$ cat config.mk
export PLATFORM = sky130hd
export DESIGN_NAME = vote_tally_fsm
export DESIGN_NICKNAME = d
export VERILOG_FILES = /design/src/rtl/vote_pkg.sv /design/src/rtl/vote_popcount.sv /design/src/rtl/vote_tally_fsm.sv
export SDC_FILE = /design/constraint.sdc
export NUM_CORES = 1
export LEC_CHECK = 0
export BUFFER_PORTS_ARGS = -buffer_cell sky130_fd_sc_hd__clkbuf_2
export CAP_MARGIN = 0
export CORE_MARGIN = 2
export CORE_UTILIZATION = 55
export CTS_BUF_LIST = sky130_fd_sc_hd__clkbuf_4 sky130_fd_sc_hd__clkbuf_8
export DETAILED_ROUTE_END_ITERATION = 6
export GPL_TIMING_DRIVEN = 0
export PLACE_DENSITY_LB_ADDON = 0.12
export SLEW_MARGIN = 20
export SYNTH_ARGS = -nofsm -noshare
export SYNTH_HDL_FRONTEND = slang
export SYNTH_SLANG_ARGS = --single-unit
export TNS_END_PERCENT = 5
$ cat constraint.sdc
create_clock -name clk -period 5.81 [get_ports clk]
set_clock_uncertainty 0.2 [all_clocks]
set_input_delay 0.8715 -clock clk [delete_from_list [all_inputs] [get_ports clk]]
set_output_delay 0.8715 -clock clk [all_outputs]
set_load 0.005 [all_outputs]
$ cat src/rtl/vote_pkg.sv
// Shared types and helpers for the vote tally block.
package vote_pkg;

    // Session FSM states.
    typedef enum logic [1:0] {
        StIdle,
        StOpen,
        StTally,
        StResult
    } vote_state_e;

    // Width needed to hold a count of 0..n.
    function automatic int unsigned cnt_width(input int unsigned n);
        return $clog2(n + 1);
    endfunction

    // Simple majority: more than half of the voters.
    function automatic int unsigned default_threshold(input int unsigned n);
        return n / 2 + 1;
    endfunction

endpackage

$ cat src/rtl/vote_popcount.sv
// Combinational population count of an N-bit mask.
module vote_popcount
    import vote_pkg::*;
#(
    parameter int unsigned N = 4
) (
    input  logic [N-1:0]              mask,
    output logic [cnt_width(N)-1:0]   count
);

    localparam int unsigned Cw = cnt_width(N);

    // Sum the set bits.
    always_comb begin
        count = '0;
        for (int i = 0; i < N; i++) begin
            count = count + Cw'(mask[i]);
        end
    end

endmodule

$ cat src/rtl/vote_tally_fsm.sv
// Voting session controller: locks one YES/NO vote per voter, tallies at close,
// and holds the verdict until the next session is started.
// Optional feature macro VOTE_TIMEOUT_EN adds a session timeout counter.
module vote_tally_fsm
    import vote_pkg::*;
#(
    parameter int unsigned N_VOTERS  = 4,
    parameter int unsigned THRESHOLD = default_threshold(N_VOTERS)
`ifdef VOTE_TIMEOUT_EN
    ,
    parameter int unsigned TIMEOUT   = 1000
`endif
) (
    input  logic                              clk,
    input  logic                              rst_n,
    input  logic                              start,
    input  logic                              close,
    input  logic [N_VOTERS-1:0]               yes,
    input  logic [N_VOTERS-1:0]               no,
    output logic [N_VOTERS-1:0]               voted,
    output logic [cnt_width(N_VOTERS)-1:0]    yes_cnt,
    output logic [cnt_width(N_VOTERS)-1:0]    no_cnt,
    output logic                              pass,
    output logic                              tie,
    output logic                              done,
    output logic                              busy
);

    localparam int unsigned   Cw  = cnt_width(N_VOTERS);
    localparam logic [Cw-1:0] Thr = Cw'(THRESHOLD);

    vote_state_e         state_q, state_d;
    logic [N_VOTERS-1:0] voted_q, voted_d;
    logic [N_VOTERS-1:0] choice_q, choice_d;  // 1 = YES, meaningful only where voted_q
    logic [N_VOTERS-1:0] lock;
    logic [Cw-1:0]       yes_cnt_q, yes_cnt_d;
    logic [Cw-1:0]       no_cnt_q, no_cnt_d;
    logic [Cw-1:0]       yes_pop, no_pop;
    logic                session_start;
    logic                timeout;

    assign session_start = start && (state_q == StIdle || state_q == StResult);

`ifdef VOTE_TIMEOUT_EN
    localparam int unsigned Tw = $clog2(TIMEOUT + 1);
    logic [Tw-1:0] timer_q, timer_d;

    // Session timer: load on entry to OPEN, count down while OPEN.
    always_comb begin
        timer_d = timer_q;
        if (session_start) begin
            timer_d = Tw'(TIMEOUT);
        end else if (state_q == StOpen && timer_q != '0) begin
            timer_d = timer_q - 1'b1;
        end
    end

    // Timer register.
    always_ff @(posedge clk) begin
        if (!rst_n) begin
            timer_q <= '0;
        end else begin
            timer_q <= timer_d;
        end
    end

    // Close on the cycle whose edge brings the counter to zero.
    assign timeout = (state_q == StOpen) && (timer_q <= Tw'(1));
`else
    assign timeout = 1'b0;
`endif

    vote_popcount #(
        .N (N_VOTERS)
    ) u_yes_pop (
        .mask  (voted_q & choice_q),
        .count (yes_pop)
    );

    vote_popcount #(
        .N (N_VOTERS)
    ) u_no_pop (
        .mask  (voted_q & ~choice_q),
        .count (no_pop)
    );

    // Next-state, vote-lock and output decode.
    always_comb begin
        state_d   = state_q;
        voted_d   = voted_q;
        choice_d  = choice_q;
        yes_cnt_d = yes_cnt_q;
        no_cnt_d  = no_cnt_q;
        lock      = '0;

        case (state_q)
            StIdle, StResult: begin
                if (start) begin
                    state_d   = StOpen;
                    voted_d   = '0;
                    choice_d  = '0;
                    yes_cnt_d = '0;
                    no_cnt_d  = '0;
                end
            end
            StOpen: begin
                // Exactly one of YES/NO from a voter that has not locked yet.
                lock     = (yes ^ no) & ~voted_q;
                voted_d  = voted_q | lock;
                choice_d = choice_q | (lock & yes);
                if (close || (&voted_q) || timeout) begin
                    state_d = StTally;
                end
            end
            StTally: begin
                yes_cnt_d = yes_pop;
                no_cnt_d  = no_pop;
                state_d   = StResult;
            end
            default: state_d = StIdle;
        endcase

        done = (state_q == StResult);
        busy = (state_q == StOpen) || (state_q == StTally);
        pass = done && (yes_cnt_q >= Thr);
        tie  = done && (yes_cnt_q == no_cnt_q);
    end

    // State and vote registers with synchronous reset.
    always_ff @(posedge clk) begin
        if (!rst_n) begin
            state_q   <= StIdle;
            voted_q   <= '0;
            choice_q  <= '0;
            yes_cnt_q <= '0;
            no_cnt_q  <= '0;
        end else begin
            state_q   <= state_d;
            voted_q   <= voted_d;
            choice_q  <= choice_d;
            yes_cnt_q <= yes_cnt_d;
            no_cnt_q  <= no_cnt_d;
        end
    end

    assign voted   = voted_q;
    assign yes_cnt = yes_cnt_q;
    assign no_cnt  = no_cnt_q;

endmodule
; ---- After elaboration in Yosys (flattened, before gate mapping)
; Index checks and enable logic that the tools add are counted.
[classes]
n_addsub = 6
n_mul = 0
div_mod_pow = 0
order_cmp = 1
n_eq_ne = 6
n_shift = 0
mux = 9
n_bitwise = 9
reduce_logical = 12
[op_table]
columns = cell, n
row1 = $and A4 B4 Y4, 4
row2 = $pmux W4 S2, 2
row3 = $add A3 B1 Y3, 4
row4 = $pmux W3 S2, 2
row5 = $not A4 Y4, 2
row6 = $or A4 B4 Y4, 2
row7 = $pmux W2 S3, 1
row8 = $reduce_and A2 Y1, 3
row9 = $add A1 B1 Y2, 2
row10 = $eq A2 B2 Y1 const B, 2
row11 = $mux W2, 2
row12 = $mux W4, 1
row13 = $ne A2 B2 Y1 const B, 2
row14 = $reduce_and A4 Y1, 1
row15 = $reduce_bool A2 Y1, 2
row16 = $xor A4 B4 Y4, 1
row17 = $eq A3 B3 Y1, 1
row18 = $ge A3 B2 Y1 const B, 1
row19 = $mux W3, 1
row20 = $eq A2 B1 Y1 const B, 1
row21 = $logic_and A1 B1 Y1, 2
row22 = $logic_not A2 Y1, 1
row23 = $logic_or A1 B1 Y1, 2
row24 = $reduce_or A2 Y1, 1
[totals]
ff_bits = 16
latchBits = 0
ramBits = 0
mem_bits_ro = 0
in_bits = 12
mem_count = 0

; ---- Logic depth before layout (Yosys ltp)
[depth]
ltp_word = 6
mapped_depth = 8
depth_no_buf = 8

; ---- Modules after synthesis
; Synthesis repeated with hierarchy kept, for this count alone.
[unflattened]
hier_cells = 107
area_unflattened_um2 = 954.7
[by_module_without_submodules]
columns = mod, n_inst, cells_per_inst, area_per_inst_um2, seq_area_each_um2
row1 = vote_tally_fsm, 1, 91, 827.0, 320.3
row2 = vote_popcount, 2, 8, 63.8, 0.0

; ---- Worst setup path after synthesis
; Ideal clock, no wire load.
[synth_timing]
path_kind = register to register
from = reg voted_q[0] (netlist: voted[0])
to = reg yes_cnt_q[1] (netlist: yes_cnt[1])
setup_time_ps = 120
arrival_time_ps = 1630
required_ps = 5490
slack_ps = 3860
stages_incl_launch_ff = 7
n_path_buf = 0
cell_sequence = dfxtp_1 -> and2_1 -> ha_1 -> fa_1 -> ha_1 -> a32oi_1 -> nor2_1
[synth_between]
elab_chain_cells = 5
[synth_rtl]
columns = element, line_no
row1 = start: declaration, vote_tally_fsm.sv:33  ; logic [N_VOTERS-1:0] voted_q, voted_d;
row2 = start signal: assignment, vote_tally_fsm.sv:139  ; voted_q <= voted_d;
row3 = $and A4 B4 Y4, vote_tally_fsm.sv:76  ; .mask (voted_q & choice_q),
row4 = $add A1 B1 Y2, vote_popcount.sv:17  ; count = count + Cw'(mask[i]);
row5 = $add A3 B1 Y3 (2 in a row), vote_popcount.sv:17
row6 = $pmux W3 S2, vote_tally_fsm.sv:96  ; case (state_q)
row7 = end signal: assignment, vote_tally_fsm.sv:141  ; yes_cnt_q <= yes_cnt_d;
row8 = end: declaration, vote_tally_fsm.sv:36  ; logic [Cw-1:0] yes_cnt_q, yes_cnt_d;
; No other way between the ends.
; A chain may end at the register's enable or synchronous reset.

; ---- Worst setup path after layout
[layout_timing]
from = reg state_q[0]
to = out busy
[layout_between]
elab_chain_cells = 2
word_cells_on_any_way = 3
cone_classes = eq/ne: 2 / reduce/logical: 1
[layout_rtl]
columns = element, line_no
row1 = start: declaration, vote_tally_fsm.sv:32  ; vote_state_e state_q, state_d;
row2 = start signal: assignment, vote_tally_fsm.sv:132  ; state_q <= StIdle;
row3 = start signal: assignment, vote_tally_fsm.sv:138  ; state_q <= state_d;
row4 = $eq A2 B1 Y1 / $eq A2 B2 Y1 (equally long branches), vote_tally_fsm.sv:124  ; busy = (state_q == StOpen) || (state_q == StTally);
row5 = $logic_or A1 B1 Y1 (*), vote_tally_fsm.sv:124
row6 = end: declaration, vote_tally_fsm.sv:26  ; output logic busy
; Mark *: on every way between the ends. The rest lies on a longest branch, timed or not.

==> metrics.md <==
| Metric | Value |
|---|---|
| # DRC | 0 |
| Run status | finished clean |
| Die Ht | roughly 44 um |
| Register Area | around 320 um2 |
| Worst-margin pin slew | 0.552 ns |
| Fillers | 127 |
| Top cells by area, synth | dfxtp_1 36%, ha_1 9.9%, nor2_1 7.7% |
| Die X | between 40 and 50 um |
| P_leak | around 0.53 nW |
| Dpl ws | 3.72 ns |
| Max Freq | 417 MHz |
| Avg Inst Size Synth | slightly above 9 um2 |
| CTS H-tree lvls | 1 |
| Final hold vios | 0 |
| Minimum clock period | between 2 and 2.5 ns |
| Top post-synthesis cells by count | 18 x nor2_1, 16 x dfxtp_1, 7 x ha_1, 7 x inv_1 |
| WL final | about 1700 um |
| Clock Sinks | 16 |
| Final Max Slew Viols | 0 |
| Wirelength per Cell | 12.3 um |
| Startpoint types | register |
| Synth Area in Compound Gates | 16.7% |
| Post-synthesis mux area share | between 3 and 4% |
| Main synth FF type | dfxtp_1 |
| Vias in the first global route | about 720 |
| Worst slew margin | between 60% and 70% |
| Post-Synth XOR/XNOR Area | between 6 and 7% |
| Crit end category | output port |
| Combinational Power Share | between 40% and 50% |
| Net Sw Frac | just under 40% |
| DRT iter0 DRCs | 9 |
| Clock Path Buffers | 2 |
| CP arrival | between 1 and 1.5 ns |
| Initial Util | around 59% |
| Share of synthesized flip-flops with an asynchronous set or reset | 0% |
| Overflow after GRT | 0 |
| Number of diodes | 0 |
| Post-Route Utilization | a little over two thirds |
| CP required | approximately 4.7 ns |
| Synth Register Bits | 16 |
| Post-CTS Hold Buffers | 0 |
| Final setup fails | 0 |
| MaxCap Viol Count | 0 |
| Yosys top cell by area | dfxtp_1 |
| Post-route ant nets | 0 |
| Max IR drop VDD | around 0.27 mV |
| Final period utilization | between 40 and 50% |
| Critical path origin | state_q[0] |
| First-pass iteration count of the detailed router | 4 |
| Setup bufs post-CTS | 0 |
| Largest family of logic cells by synthesized area | simple AND/OR/NAND/NOR gates |
| Gate count after technology mapping | 97 |
| Switch Pwr | between 0.15 and 0.2 mW |
| I/O Buffers | 25 |
| Worst Hold Class | register to register |
| Core box area | between 1500 and 2000 um2 |
| Dpl hpwl | ~1300 um |
| Crit Path Category | register to output port |
| CTS Buf Count | 3 |
| Library cells used by synthesis | 25 |
| Register share of total power | a little over a third |
| Post-synthesis sequential area ratio | 36.3% |
| Cell area after synthesis | slightly below 900 um2 |
| Final net count | ~150 |
| All-Layer GR Usage | 21.9% |
| Fin worst setup slack | 3.41 ns |
| RSZ-0062 raised after global routing | no |
| Via-to-Cell Ratio | roughly 5.5 |
| Synth Net Count | 118 |
| Int Power | 0.259 mW |
| Yosys warning total | 0 |
| CP max FO | 7 |
| Root buf cell | clkbuf_4 |
| Clk Latency, worst-skew pair | 0.29 ns |
| Yosys top cell area share | between 30% and 40% |
| Fin area | 1060 um2 |
| Hold_sp | choice_q[2] |
| Sum of negative setup slack | 0 ns |
| First-pass GRT wire length | ~3100 um |
| Largest net degree at the start of global routing | 10 |
| Clk slew on worst S/H paths | ~0.10 ns |
| Most common cell in the netlist | nor2_1 |
| DP Area | 1030 um2 |
| Multi-input logic area | approximately 520 um2 |
| Crit Reg-Reg Startpoint | voted[0] |
| Post-synthesis adder-cell area fraction | between 10% and 20% |
| Gpl congestion | ~0.78 |
| Vias | 782 |
| Initial antenna violation count | 0 |
| Simple-Gate Fraction of Synth Area | between 10% and 20% |
| TritonCTS clock tree | built |
| Clk pwr share | ~18% |
| I/O pins | 26 |
| Resized cells post-CTS | 0 |
| Share of layout cells above drive strength 1 | between 20% and 30% |
| Row count | 14 |
| Die area | approximately 1900 um2 |
| Area delta synth->final | 20.6% |
| Pwr/cell area | between 300 and 400 nW/um2 |
| EDFF count, synth | 0 |
==> layout by cell type, fill, tap and decap left out, types with 4 or more instances in the layout <==
master	instances
clkbuf_2	25
nor2_1	18
dfxtp_1	16
inv_1	7
ha_1	7
xor2_1	6
a32oi_1	6
a21oi_1	5
and2_1	4
nor2b_1	4
a31oi_1	4
==> through the flow <==
step	hold slack (ns)	total power, mW	std cells
after CTS	0.292	0.425	142
after global routing	0.345	0.457	142
after floorplan	0.242	0.295	97
after detailed placement	0.269	0.351	138
after global placement	0.255	0.343	138
final	0.291	0.424	142
==> state kept, by name (all words and copies together), names as in the netlist <==
register and cells:
state_q 2, choice_q 4, voted 4, no_cnt 3, yes_cnt 3
==> logic make-up (layout without fill, tap and decap cells) <==
kind of cell,count (synthesis),after routing
fa+ha+maj,9,9
flops,16,16
simple gates,34,34
mux,2,2
xor+xnor,7,7
buf+inv,8,37
compound gates,21,21
==> critical path, stage by stage (launching register included) <==
cell      delay [ns]
dfxtp_1         0.39
inv_1           0.06
ha_1            0.30
buf_6           0.14
inv_1           0.05
clkbuf_2        0.10
==> worst paths after layout <==
| path | end | slack [ns] | depth (start not counted) |
|---|---|---|---|
| setup / recovery | busy | 3.41 | 5 |
| hold / removal | choice_q[2] | 0.29 | 2 |
| setup reg to reg | no_cnt[1] | 3.70 | 8 |
| hold reg to reg | choice_q[2] | 0.29 | 2 |
==> cell type report <==
cell class	instances	share of cell area (%)
Inverter	7	2.47
Buffer	1	1.06
Sequential cell	16	30.1
Tap cell	16	1.88
Clock buffer	4	3.41
Timing Repair Buffer	25	11.8
Multi-Input combinational cell	73	49.3
==> layer usage <==
layer  wire length, um  up-vias  share of wire, %  track usage (%)
met4                35        0               2.0             11.5
li1                  -      394                 -                -
met3                89        5               5.1             5.71
met2               804       25                46             32.9
met5                 0        -                 0                0
met1               814      358                47             28.8
==> power groups by stage <==
stage	clock network (mW)	registers [mW]	logic, mW
finish	0.0757	0.155	0.193
global route	0.0805	0.160	0.216
CTS	0.0759	0.156	0.193
detailed placement	0	0.158	0.193
global placement	0	0.157	0.186
floorplan	0	0.154	0.141
(Power assumes the default switching activity.)
